`src/rtl/uart_tx_fifo.sv`:
```
// 8N1 UART transmitter fed by a small byte FIFO over a valid/ready interface.
// tx_o comes straight from a flop so the pad never sees a combinational glitch.
module uart_tx_fifo #(
  parameter int CLKS_PER_BIT = 868,
  parameter int FIFO_DEPTH   = 4,
  parameter int STOP_BITS    = 1
) (
  input  logic                         sys_clk_i,
  input  logic                         rst,
  input  logic [7:0]                   in_data_i,
  input  logic                         in_valid_i,
  output logic                         in_ready_o,
  output logic                         tx_o,
  output logic                         tx_busy_o,
  output logic                         tx_done_o,
  output logic [$clog2(FIFO_DEPTH):0]  fifo_count_o
);
  localparam int CNT_W = $clog2(CLKS_PER_BIT);
  localparam int PTR_W = $clog2(FIFO_DEPTH);

  localparam logic [1:0] S_IDLE  = 2'd0;
  localparam logic [1:0] S_START = 2'd1;
  localparam logic [1:0] S_DATA  = 2'd2;
  localparam logic [1:0] S_STOP  = 2'd3;

  localparam logic [CNT_W-1:0] CNT_LAST  = CNT_W'(CLKS_PER_BIT - 1);
  localparam logic [2:0]       STOP_LAST = 3'(STOP_BITS - 1);
  localparam logic [PTR_W:0]   FULL      = (PTR_W + 1)'(FIFO_DEPTH);

  logic [1:0]       state_q, state_d;
  logic [CNT_W-1:0] cnt_q, cnt_d;
  logic [2:0]       bit_q, bit_d;
  logic [7:0]       shift_q, shift_d;
  logic             tx_q, tx_d;

  logic [7:0]       mem_q [FIFO_DEPTH];
  logic [PTR_W-1:0] wr_q, wr_d;
  logic [PTR_W-1:0] rd_q, rd_d;
  logic [PTR_W:0]   count_q, count_d;

  logic push, pop, bit_end;

  assign in_ready_o   = (count_q != FULL);
  assign fifo_count_o = count_q;
  assign tx_o         = tx_q;
  assign tx_busy_o    = (state_q != S_IDLE);
  assign push         = in_valid_i && in_ready_o;
  assign bit_end      = (cnt_q == CNT_LAST);
  assign tx_done_o    = (state_q == S_STOP) && bit_end && (bit_q == STOP_LAST);

  always_comb begin
    state_d = state_q;
    cnt_d   = cnt_q;
    bit_d   = bit_q;
    shift_d = shift_q;
    pop     = 1'b0;
    case (state_q)
      S_IDLE: begin
        cnt_d = '0;
        bit_d = '0;
        if (count_q != '0) begin
          pop     = 1'b1;
          shift_d = mem_q[rd_q];
          state_d = S_START;
        end
      end
      S_START: begin
        if (bit_end) begin
          cnt_d   = '0;
          bit_d   = '0;
          state_d = S_DATA;
        end else begin
          cnt_d = cnt_q + 1'b1;
        end
      end
      S_DATA: begin
        if (bit_end) begin
          cnt_d   = '0;
          shift_d = {1'b0, shift_q[7:1]};
          if (bit_q == 3'd7) begin
            bit_d   = '0;
            state_d = S_STOP;
          end else begin
            bit_d = bit_q + 1'b1;
          end
        end else begin
          cnt_d = cnt_q + 1'b1;
        end
      end
      default: begin
        // bit_q counts stop bits here, so the baud counter stays one bit-period wide
        if (bit_end) begin
          cnt_d = '0;
          if (bit_q == STOP_LAST) begin
            bit_d = '0;
            if (count_q != '0) begin
              pop     = 1'b1;
              shift_d = mem_q[rd_q];
              state_d = S_START;
            end else begin
              state_d = S_IDLE;
            end
          end else begin
            bit_d = bit_q + 1'b1;
          end
        end else begin
          cnt_d = cnt_q + 1'b1;
        end
      end
    endcase

    // tx is registered from the next state so it changes exactly on the transition edge
    case (state_d)
      S_START: tx_d = 1'b0;
      S_DATA:  tx_d = shift_d[0];
      default: tx_d = 1'b1;
    endcase
  end

  always_comb begin
    wr_d    = push ? wr_q + 1'b1 : wr_q;
    rd_d    = pop  ? rd_q + 1'b1 : rd_q;
    count_d = count_q;
    case ({push, pop})
      2'b10:   count_d = count_q + 1'b1;
      2'b01:   count_d = count_q - 1'b1;
      default: count_d = count_q;
    endcase
  end

  always_ff @(posedge sys_clk_i) begin
    if (rst) begin
      state_q <= S_IDLE;
      cnt_q   <= '0;
      bit_q   <= '0;
      tx_q    <= 1'b1;
      wr_q    <= '0;
      rd_q    <= '0;
      count_q <= '0;
    end else begin
      state_q <= state_d;
      cnt_q   <= cnt_d;
      bit_q   <= bit_d;
      tx_q    <= tx_d;
      wr_q    <= wr_d;
      rd_q    <= rd_d;
      count_q <= count_d;
    end
  end

  always_ff @(posedge sys_clk_i) begin
    shift_q <= shift_d;
    if (push) mem_q[wr_q] <= in_data_i;
  end
endmodule

```
`config.mk`:
```
export PLATFORM = sky130hd
export DESIGN_NAME = uart_tx_fifo
export DESIGN_NICKNAME = d
export VERILOG_FILES = /design/src/rtl/uart_tx_fifo.sv
export SDC_FILE = /design/constraint.sdc
export NUM_CORES = 1
export LEC_CHECK = 0
export CAP_MARGIN = 20
export CORE_ASPECT_RATIO = 0.7
export CORE_MARGIN = 8
export CORE_UTILIZATION = 35
export CTS_CLUSTER_SIZE = 16
export DETAILED_ROUTE_END_ITERATION = 6
export GPL_TIMING_DRIVEN = 0
export PLACE_DENSITY = 0.52
export SYNTH_ARGS = -nofsm -noshare
export SYNTH_HDL_FRONTEND = slang
export SYNTH_SLANG_ARGS = --single-unit
```
`constraint.sdc`:
```
create_clock -name sys_clk_i -period 5.9 [get_ports sys_clk_i]
set_input_delay 0.59 -clock sys_clk_i [delete_from_list [all_inputs] [get_ports sys_clk_i]]
set_output_delay 0.59 -clock sys_clk_i [all_outputs]
set_load 0.05 [all_outputs]
```
# Word-level counts from Yosys, hierarchy flattened
# Memory sizes are Yosys's and may differ from the RTL's. A register that Yosys moved wholly into a read port is not among the register bits.
# Cells that the tools add are included.
[word_totals]
ff_bits = 31
ramBits = 32
input_bits = 11
out_inout_bits = 7
word_cells = 72
mem_count = 1
[op_classes]
n_addsub = 6
eq_ne = 12
n_mux = 29
bitwise = 1
n_reduce_logical = 14
[mem_list]
columns = ["memory", "words", "word_bits", "rd", "rd_ports_with_merged_regs", "write_ports", "line", "rtl"]
rows = [
  ["mem_q", 4, 8, 1, 1, 1, "36", "logic [7:0] mem_q [FIFO_DEPTH];"],
]
[op_table]
columns = ["cell", "n"]
rows = [
  ["2-to-1 mux 8 bit", 4],
  ["case mux 8 bit (3 select lines)", 1],
  ["2-to-1 mux 2 bit", 8],
  ["2-to-1 mux 3 bit", 5],
  ["adder 10 x 1 -> 10 bit, second input constant", 1],
  ["equality test 10 bit, second input constant", 1],
  ["case mux 3 bit (3 select lines)", 1],
  ["equality test 2 bit, second input constant", 4],
  ["adder 3 x 1 -> 3 bit, second input constant", 2],
  ["equality test 2 x 1 -> 1 bit, second input constant", 3],
  ["2-to-1 mux 1 bit", 6],
  ["case mux 2 bit (3 select lines)", 1],
  ["case mux 3 bit (2 select lines)", 1],
  ["nonzero test 2 bit", 3],
  ["nonzero test 3 bit", 2],
  ["adder 2 x 1 -> 2 bit, second input constant", 2],
  ["!= test 2 bit, second input constant", 2],
  ["case mux 1 bit (2 select lines)", 2],
  ["AND reduction 4 bit", 1],
  ["equality test 3 bit, second input constant", 1],
  ["logical AND 1 bit", 3],
  ["logical NOT 3 bit", 1],
  ["!= test 3 bit, second input constant", 1],
  ["AND reduction 3 bit", 1],
  ["other kinds (5)", 5],
]

# Longest topological paths before layout
# Gate-level depths: netlist of run 1.
[depth]
word_depth = 7
mapped_depth = 12
depth_no_buf = 11

# Least setup slack after synthesis of run 1
# Ideal clock, no wire load.
[synth_timing]
path_type = "register to register"
startpoint = "register count_q[2] (netlist: fifo_count_o[2])"
endpoint = "register count_q[2] (netlist: fifo_count_o[2])"
setup_time_ns = 0.071
arrival_ns = 2.859
required_ns = 5.829
setup_slack_ns = 2.970
path_stages_with_launch = 10
path_buffers = 0
period_less_slack_ns = 2.930
cell_sequence = "dfxtp_1 > nand3_1 > and2_1 > inv_1 > ha_1 > inv_1 > fa_1 > xor2_1 > or3_1 > a21oi_1"
[synth_via]
elab_cells_between_ends = 13
cone_classes = "add/sub (2); eq/ne (3); mux (5); reduce/logical (3)"
[synth_lines]
columns = ["element", "line", "rtl"]
rows = [
  ["start: declaration", "39", "logic [PTR_W:0] count_q, count_d;"],
  ["start signal: assignment", "147", "count_q <= count_d;"],
  ["!= test 3 bit *", "43", "assign in_ready_o = (count_q != FULL);"],
  ["net in_ready_o", "12", "output logic in_ready_o,"],
  ["logical AND 1 bit *", "47", "assign push = in_valid_i && in_ready_o;"],
  ["equality test 2 x 1 -> 1 bit or equality test 2 bit (tied branches)", "124", "case ({push, pop})"],
  ["case mux 3 bit (2 select lines) or nonzero test 2 bit (tied branches)", "-", ""],
]
# The timed path passes the listed nets; every way through them passes the cells marked *.
# A chain may end at the register's enable or synchronous reset.

# Worst setup path in the final report of run 1
[layout_timing]
startpoint = "register cnt_q[0]"
endpoint = "output port tx_done_o"
[layout_via]
elab_chain_cells = 3
[layout_rtl]
columns = ["element", "line", "rtl"]
rows = [
  ["start: declaration", "31", "logic [CNT_W-1:0] cnt_q, cnt_d;"],
  ["start signal: assignment", "142", "cnt_q <= cnt_d;"],
  ["equality test 10 bit", "48", "assign bit_end = (cnt_q == CNT_LAST);"],
  ["logical AND 1 bit (2 in a row)", "49", "assign tx_done_o = (state_q == S_STOP) && bit_end && (bit_q == STOP_LAST);"],
  ["end: declaration", "15", "output logic tx_done_o,"],
]
# No other way between the ends.

==> metrics, run 1 <==
post-synthesis instance total=227; number of synthesized flops with an enable pin=39; Maximum Capacitance Violations=0; Worst R2R Setup Slack=between 2 and 3 ns; DRC errors left=0; maximum number of pins on one net before global-route repair=12; delay of the slowest cell on the worst path=0.82 ns; synthesized area divided by synthesized cell count=12.54 um^2; largest fanout of any net on the critical path=7; cell chain of the critical path=ha_1 -> or3b_4 -> nor3_2 -> and3_1 -> clkdlybuf4s50_1; number of cells traversed by the worst register-to-register path=12; number of placed instances, taps included=approximately 350; HPWL reported at the end of detailed placement=approximately 3.8 mm; first-pass GRT wire length=a little over 9 mm; Buf/Inv on CP=1; endpoint type of the worst setup path=output port; library cell contributing the largest single delay on the critical path=clkdlybuf4s50_1; leakage power figure=between 1 and 1.5 nW; HP Class=reg2reg; setup violation total in the final timing report=0; effective utilization at floorplan=36.16%; time the worst path needs with I/O delays and setup=3.380 ns; combined area of all synthesized cells=0.002846 mm^2; maximum resistive drop on vdd=0.0003128 V; worst clock skew=roughly 0.0054 ns; most common flop cell mapped by yosys=edfxtp_1; synthesized netlist net count=approximately 250; floorplan die height=roughly 91 um; number of non-filler instances in the completed layout=361; Slew headroom=47.37%; endpoint of the most critical register-to-register path=fifo_count_o[2]$_SDFFE_PP0P_; power density over cell area=472.9 mW/mm^2; kind of cell adding the most delay to the critical path=simple AND/OR/NAND/NOR gates; Setup TNS=0 ns; final count of pins violating max slew=0; antenna violations before repair=0; status=finished clean; fraction of synthesis flops using an asynchronous set or reset pin=0%; fraction of final layout cells with drive strength greater than 1=10.77%; number of nets at the end of the flow=276; number of H-tree branching levels=3; gpl congestion=0.7916; startpoint of the lowest-slack hold path=cnt_q[0]$_SDFF_PP0_; count of routing violations after the opening detailed-route iteration=~110; Clock Latency Late Sink=approximately 0.32 ns; transition time of the tightest slew-check pin=between 0.7 and 0.8 ns; final period utilization=57.29%; row cnt=27; maximum count of clock buffers along a single path=2; number of buffers created by CTS=9; critical path arrival=2.79 ns; unique cell type count in the Yosys netlist=39; buffer type at the clock tree root=clkbuf_16; RSZ-0062 raised after global routing=false; total number of vias=1,769; number of gates resized after cts=0; clock tree from TritonCTS=built; part of the Yosys area used for sequential elements=approximately 59%; cell with the most instances after synthesis=edfxtp_1; number of detailed-routing iterations run before antenna repair=4; critical path startpoint category=register; area growth from synthesis to final layout=20.88%; dominant cells by area after synthesis=edfxtp_1 (41%), dfxtp_1 (18%), mux4_2 (6.3%); vias in the first global route=~1,800; most instantiated cells after synthesis=edfxtp_1 (39), dfxtp_1 (26), nor2_1 (24); crit path kind=reg2out; largest area contributor in the netlist=edfxtp_1; count of endpoints failing hold in the final timing report=0; boundary pin count=18; total global-route track usage=10.56%; area of the core=0.007871 mm^2; grt total ovfl=0; TritonCTS sink count=65; post-CTS repair timing setup buffer count=0; Crit path required time=5.31 ns; drt total wl=5.307 mm; highest achievable clock rate=just under 300 MHz; clock-pin transition on the worst setup and hold timing paths=0.05 ns; worst hold path endpoint=cnt_q[0]$_SDFF_PP0_; port buffer count=17; post-detailed-route wirelength per cell=14.70 um; area of the die=0.01132 mm^2; die span in x=123.8 um; startpoint of the worst register-to-register path=cnt_q[0]$_SDFF_PP0_; Worst Hold Path Cells=1; number of synthesized register bits=between 60 and 70; Ys Warns=0; proportion of netlist area held by the largest area contributor=41.14%; count of antenna-violating nets left after detailed routing=0; antenna cell count=0; Hold Buf Count CTS=0; per-cell via count in the routed design=just under 5
## registers in the layout (all words and copies together) (netlist names), 2 cells and up, named ones only
| register | flops |
|---|---|
| mem_q | 32 |
| cnt_q | 10 |
| shift_q | 8 |
| bit_q | 3 |
| fifo_count_o | 3 |
| rd_q | 2 |
| state_q | 2 |
| wr_q | 2 |
## layer usage
layer / wire length, um / up-vias / share of wire, % / track usage [%]
li1: - / 893 / - / -
met3: 234 / 8 / 4.4 / 4.886
met1: 2894 / 842 / 55 / 15.06
met5: 0 / - / 0 / 0
met2: 2103 / 26 / 40 / 13.44
met4: 75 / 0 / 1.4 / 3.596
## cell type report
cell class | count | area (um^2)
fillers | 719 | 4431
clock buffers | 11 | 242.7
plain buffers | 9 | 36.28
well taps | 101 | 126.4
clock inverters | 5 | 55.05
repair buffers | 17 | 170.2
multi-input cells | 141 | 1074
inverters | 12 | 45.04
flip-flops and latches | 65 | 1692
## how the worst max path moves through the flow
stage,end,startpoint,cells after the start
final,tx_done_o,cnt_q[0]$_SDFF_PP0_,5
after global routing,fifo_count_o[2]$_SDFFE_PP0P_,cnt_q[0]$_SDFF_PP0_,12
after CTS,tx_done_o,cnt_q[0]$_SDFF_PP0_,5
after detailed placement,fifo_count_o[2]$_SDFFE_PP0P_,cnt_q[0]$_SDFF_PP0_,12
after global placement,fifo_count_o[2]$_SDFFE_PP0P_,cnt_q[0]$_SDFF_PP0_,12
after floorplan,fifo_count_o[2]$_SDFFE_PP0P_,fifo_count_o[2]$_SDFFE_PP0P_,9
## cell families after synthesis
group                    share of synthesized area (%)
AND/OR/NAND/NOR                                  14.20
flip-flops                                       59.43
XOR/XNOR                                         3.385
AO/OA/AOI/OAI                                    7.033
multiplexers                                     8.440
buffers and inverters                            2.857
adder cells (fa/ha/maj)                          4.659
## placed cells by master (no fill, tap or decap), drive strengths merged, types with 8 or more instances in the layout
master,count
inv,12
nor2,24
nand2,12
ha,9
clkbuf,18
clkdlybuf4s50,17
edfxtp,39
mux4,8
a21oi,9
nand3,8
dfxtp,26
## stage by stage
| step | instance area (um^2) | setup WS (ns) | util (%) | hold slack (ns) | total power, W |
|---|---|---|---|---|---|
| after CTS | 3441 | 2.512 | 43.71 | 0.4714 | 0.001647 |
| after global placement | 3143 | 2.626 | 39.93 | 0.4549 | 0.001114 |
| final | 3441 | 2.520 | 43.71 | 0.4625 | 0.001627 |
| after global routing | 3441 | 2.321 | 43.71 | 0.4907 | 0.001729 |
| after detailed placement | 3143 | 2.611 | 39.93 | 0.4589 | 0.001116 |
| after floorplan | 2846 | 2.970 | - | 0.4305 | 0.0009817 |
## where the power goes
part           internal (W)  switching (W)
clock network      0.000337       0.000187
registers          0.000583      0.0000414
logic              0.000188       0.000291
total               0.00111       0.000519
## worst register-to-register path, cell delays in order, from the launching register on
cell      delay, ns
dfxtp_1        0.37
ha_1           0.22
or3b_4         0.42
nor3_2         0.35
a31oi_1        0.19
clkbuf_1       0.27
nor2_1         0.18
ha_1           0.20
inv_1          0.06
fa_1           0.37
xor2_1         0.16
or3_1          0.31
a21oi_1        0.14
No activity file was read; power rests on OpenSTA's default activity.
==> inputs of run 2 (changes only) <==
--- a/config.mk
+++ b/config.mk
@@ -12,7 +12,7 @@
 export CTS_CLUSTER_SIZE = 16
 export DETAILED_ROUTE_END_ITERATION = 6
 export GPL_TIMING_DRIVEN = 0
-export PLACE_DENSITY = 0.52
+export PLACE_DENSITY = 0.54
 export SYNTH_ARGS = -nofsm -noshare
 export SYNTH_HDL_FRONTEND = slang
 export SYNTH_SLANG_ARGS = --single-unit
==> constraint.sdc (replaced) <==
create_clock -name sys_clk_i -period 2.8 [get_ports sys_clk_i]
set_input_delay 0.28 -clock sys_clk_i [delete_from_list [all_inputs] [get_ports sys_clk_i]]
set_output_delay 0.28 -clock sys_clk_i [all_outputs]
set_load 0.05 [all_outputs]
==> metrics, run 2 (synthesis gave the netlist of run 1 again) <==
status=finished clean; floorplan die height=91.45 um (unchanged); clock tree from TritonCTS=built; time the worst path needs with I/O delays and setup=between 2 and 3 ns; most flop-heavy register=mem_q; HPWL reported at the end of detailed placement=3.830 mm (+1.9%); core occupancy in the finished layout=45.73% (+2.0 points); vias in the first global route=1,767 (-1.8%); gpl congestion=0.7512 (-5.1%); Hold Buf Count CTS=0 (unchanged); first-pass GRT wire length=9.087 mm (-1.7%); post-detailed-route wirelength per cell=15.08 um (+2.6%); number of nets at the end of the flow=281 (+1.8%); leading registers by flop count=mem_q x32, cnt_q x10, shift_q x8; fraction of final layout cells with drive strength greater than 1=15.85% (+5.1 points); final count of pins violating max slew=0 (unchanged); setup violation total in the final timing report=0 (unchanged); area of placed instances=0.003156 mm^2 (+0.40%); area growth from synthesis to final layout=26.46%; total number of vias=1,824 (+3.1%); clock-pin transition on the worst setup and hold timing paths=0.05 ns (about the same); HP Class=reg2reg; per-cell via count in the routed design=4.984 (+1.7%); max reg flops=32 (unchanged); maximum number of pins on one net before global-route repair=13 (+1); Buf/Inv on CP=1 (unchanged); RSZ-0062 raised after global routing=false; kind of cell adding the most delay to the critical path=simple AND/OR/NAND/NOR gates; highest achievable clock rate=375.9 MHz; grt total ovfl=0 (unchanged); delay of the slowest cell on the worst path=0.41 ns (-0.41 ns); endpoint type of the worst setup path=register; Clock Latency Late Sink=0.32 ns (about the same); port buffer count=17 (unchanged); leakage power figure=1.266 nW (+7.4%); TritonCTS sink count=65 (unchanged); Maximum Capacitance Violations=0 (unchanged); cell chain of the critical path=ha_4 -> or3b_4 -> nor3_4 -> a31oi_4 -> nor2_2 -> ha_2 -> inv_1 -> fa_1 -> xor2_1 -> or3_1 -> a21oi_1; critical path startpoint category=register; die span in x=123.8 um (unchanged); boundary pin count=18 (unchanged); count of antenna-violating nets left after detailed routing=0 (unchanged); final period utilization=95.02%; Design Area, Final=0.003600 mm^2 (+4.6%); Crit path required time=3.05 ns (-2.26 ns); transition time of the tightest slew-check pin=0.8279 ns (+0.04455 ns); buffer type at the clock tree root=clkbuf_16; antenna violations before repair=0 (unchanged); effective utilization at floorplan=36.16% (unchanged); final total power=0.003749 W (+130%); power density over cell area=1041 mW/mm^2 (+120%); number of H-tree branching levels=3 (unchanged); maximum count of clock buffers along a single path=2 (unchanged); worst clock skew=0.002828 ns (-0.002547 ns); number of detailed-routing iterations run before antenna repair=4 (unchanged); maximum resistive drop on vdd=0.0005778 V (+85%); count of routing violations after the opening detailed-route iteration=96 (-8.6%); library cell contributing the largest single delay on the critical path=or3b_4; drt total wl=5.520 mm (+4.0%); crit path kind=reg2reg; DRC errors left=0 (unchanged); number of buffers created by CTS=9 (unchanged); leading cell types in the layout, fill and taps excluded=edfxtp_1 (39), dfxtp_1 (24), nor2_1 (23), clkdlybuf4s50_1 (16); antenna cell count=0 (unchanged); total global-route track usage=10.50% (-0.064 points); largest fanout of any net on the critical path=4 (-3); count of endpoints failing hold in the final timing report=0 (unchanged); filler cell count=714 (-0.70%); area of the core=0.007871 mm^2 (unchanged); row cnt=27 (unchanged); area of the die=0.01132 mm^2 (unchanged); most frequent standard cell in the layout excluding fill and tap cells=edfxtp_1; critical path arrival=2.91 ns (+0.12 ns); Slew headroom=44.38% (-3.0 points)
==> run 2: changes by cell type in the layout (fill, tap and decap cells not counted), sizes merged <==
cell / previous run / this run
clkinvlp: 2 / 0
clkinv: 2 / 3
buf: 2 / 8
bufinv: 1 / 4
clkbuf: 18 / 15
dlygate4sd2: 0 / 1
clkdlybuf4s50: 17 / 16
==> run 2: stage by stage <==
step                      std cells  TNS (ns)  hold slack (ns)  worst slack (ns)
after global placement          345   -0.4279           0.4594           -0.3252
after detailed placement        345   -0.5042           0.4644           -0.3685
after CTS                       364   -0.1443           0.4449           -0.1443
final                           366         0           0.4530            0.1394
after floorplan                 227         0           0.3491           0.01050
after global routing            366         0           0.4644          0.007379
==> run 2: final cells by class <==
class / instances / area (um^2) / share of cell area [%]
Sequential cell: 65 / 1697 / 47.13
Clock buffer: 9 / 225.2 / 6.257
Tap cell: 101 / 126.4 / 3.511
Multi-Input combinational cell: 141 / 1117 / 31.04
Inverter: 12 / 45.04 / 1.251
Clock inverter: 7 / 142.6 / 3.962
Buffer: 8 / 32.53 / 0.9037
Timing Repair Buffer: 23 / 214.0 / 5.944
==> run 2: metal layers <==
metal / GRT usage (%) / wire, um
met4: 4.496 / 48
met2: 14.16 / 2360
met1: 14.72 / 2853
met3: 3.587 / 257
met5: 0 / 0
==> run 2: worst register-to-register path, cell delays in order (launching register included) <==
cell and delay, ns:
dfxtp_4 0.37, ha_4 0.15, or3b_4 0.41, nor3_4 0.20, a31oi_4 0.12, nor2_2 0.15
ha_2 0.20, inv_1 0.05, fa_1 0.37, xor2_1 0.15, or3_1 0.30, a21oi_1 0.12
==> run 2: power breakdown <==
group	leakage (nW)	switching (W)	internal, W	total, W
registers	0.581	0.0000940	0.00123	0.00132
logic	0.505	0.000634	0.000432	0.00107
clock network	0.180	0.000399	0.000960	0.00136
==> run 2: timing repair <==
action                     4_1_cts  5_1_grt
pin swaps                        1        5
resized for setup                6        5
cloned                           0        0
setup buffers                    3        3
setup endpoints to repair        3        2
hold endpoints to repair         0        0
==> run 2: final timing paths <==
check	startpoint	end	slack [ns]	cells after the start
worst min-delay path	cnt_q[0]$_SDFF_PP0_	cnt_q[0]$_SDFF_PP0_	0.45	1
worst max register to register	cnt_q[0]$_SDFF_PP0_	fifo_count_o[2]$_SDFFE_PP0P_	0.14	11
worst max-delay path	cnt_q[0]$_SDFF_PP0_	fifo_count_o[2]$_SDFFE_PP0P_	0.14	11
worst min register to register	cnt_q[0]$_SDFF_PP0_	cnt_q[0]$_SDFF_PP0_	0.45	1
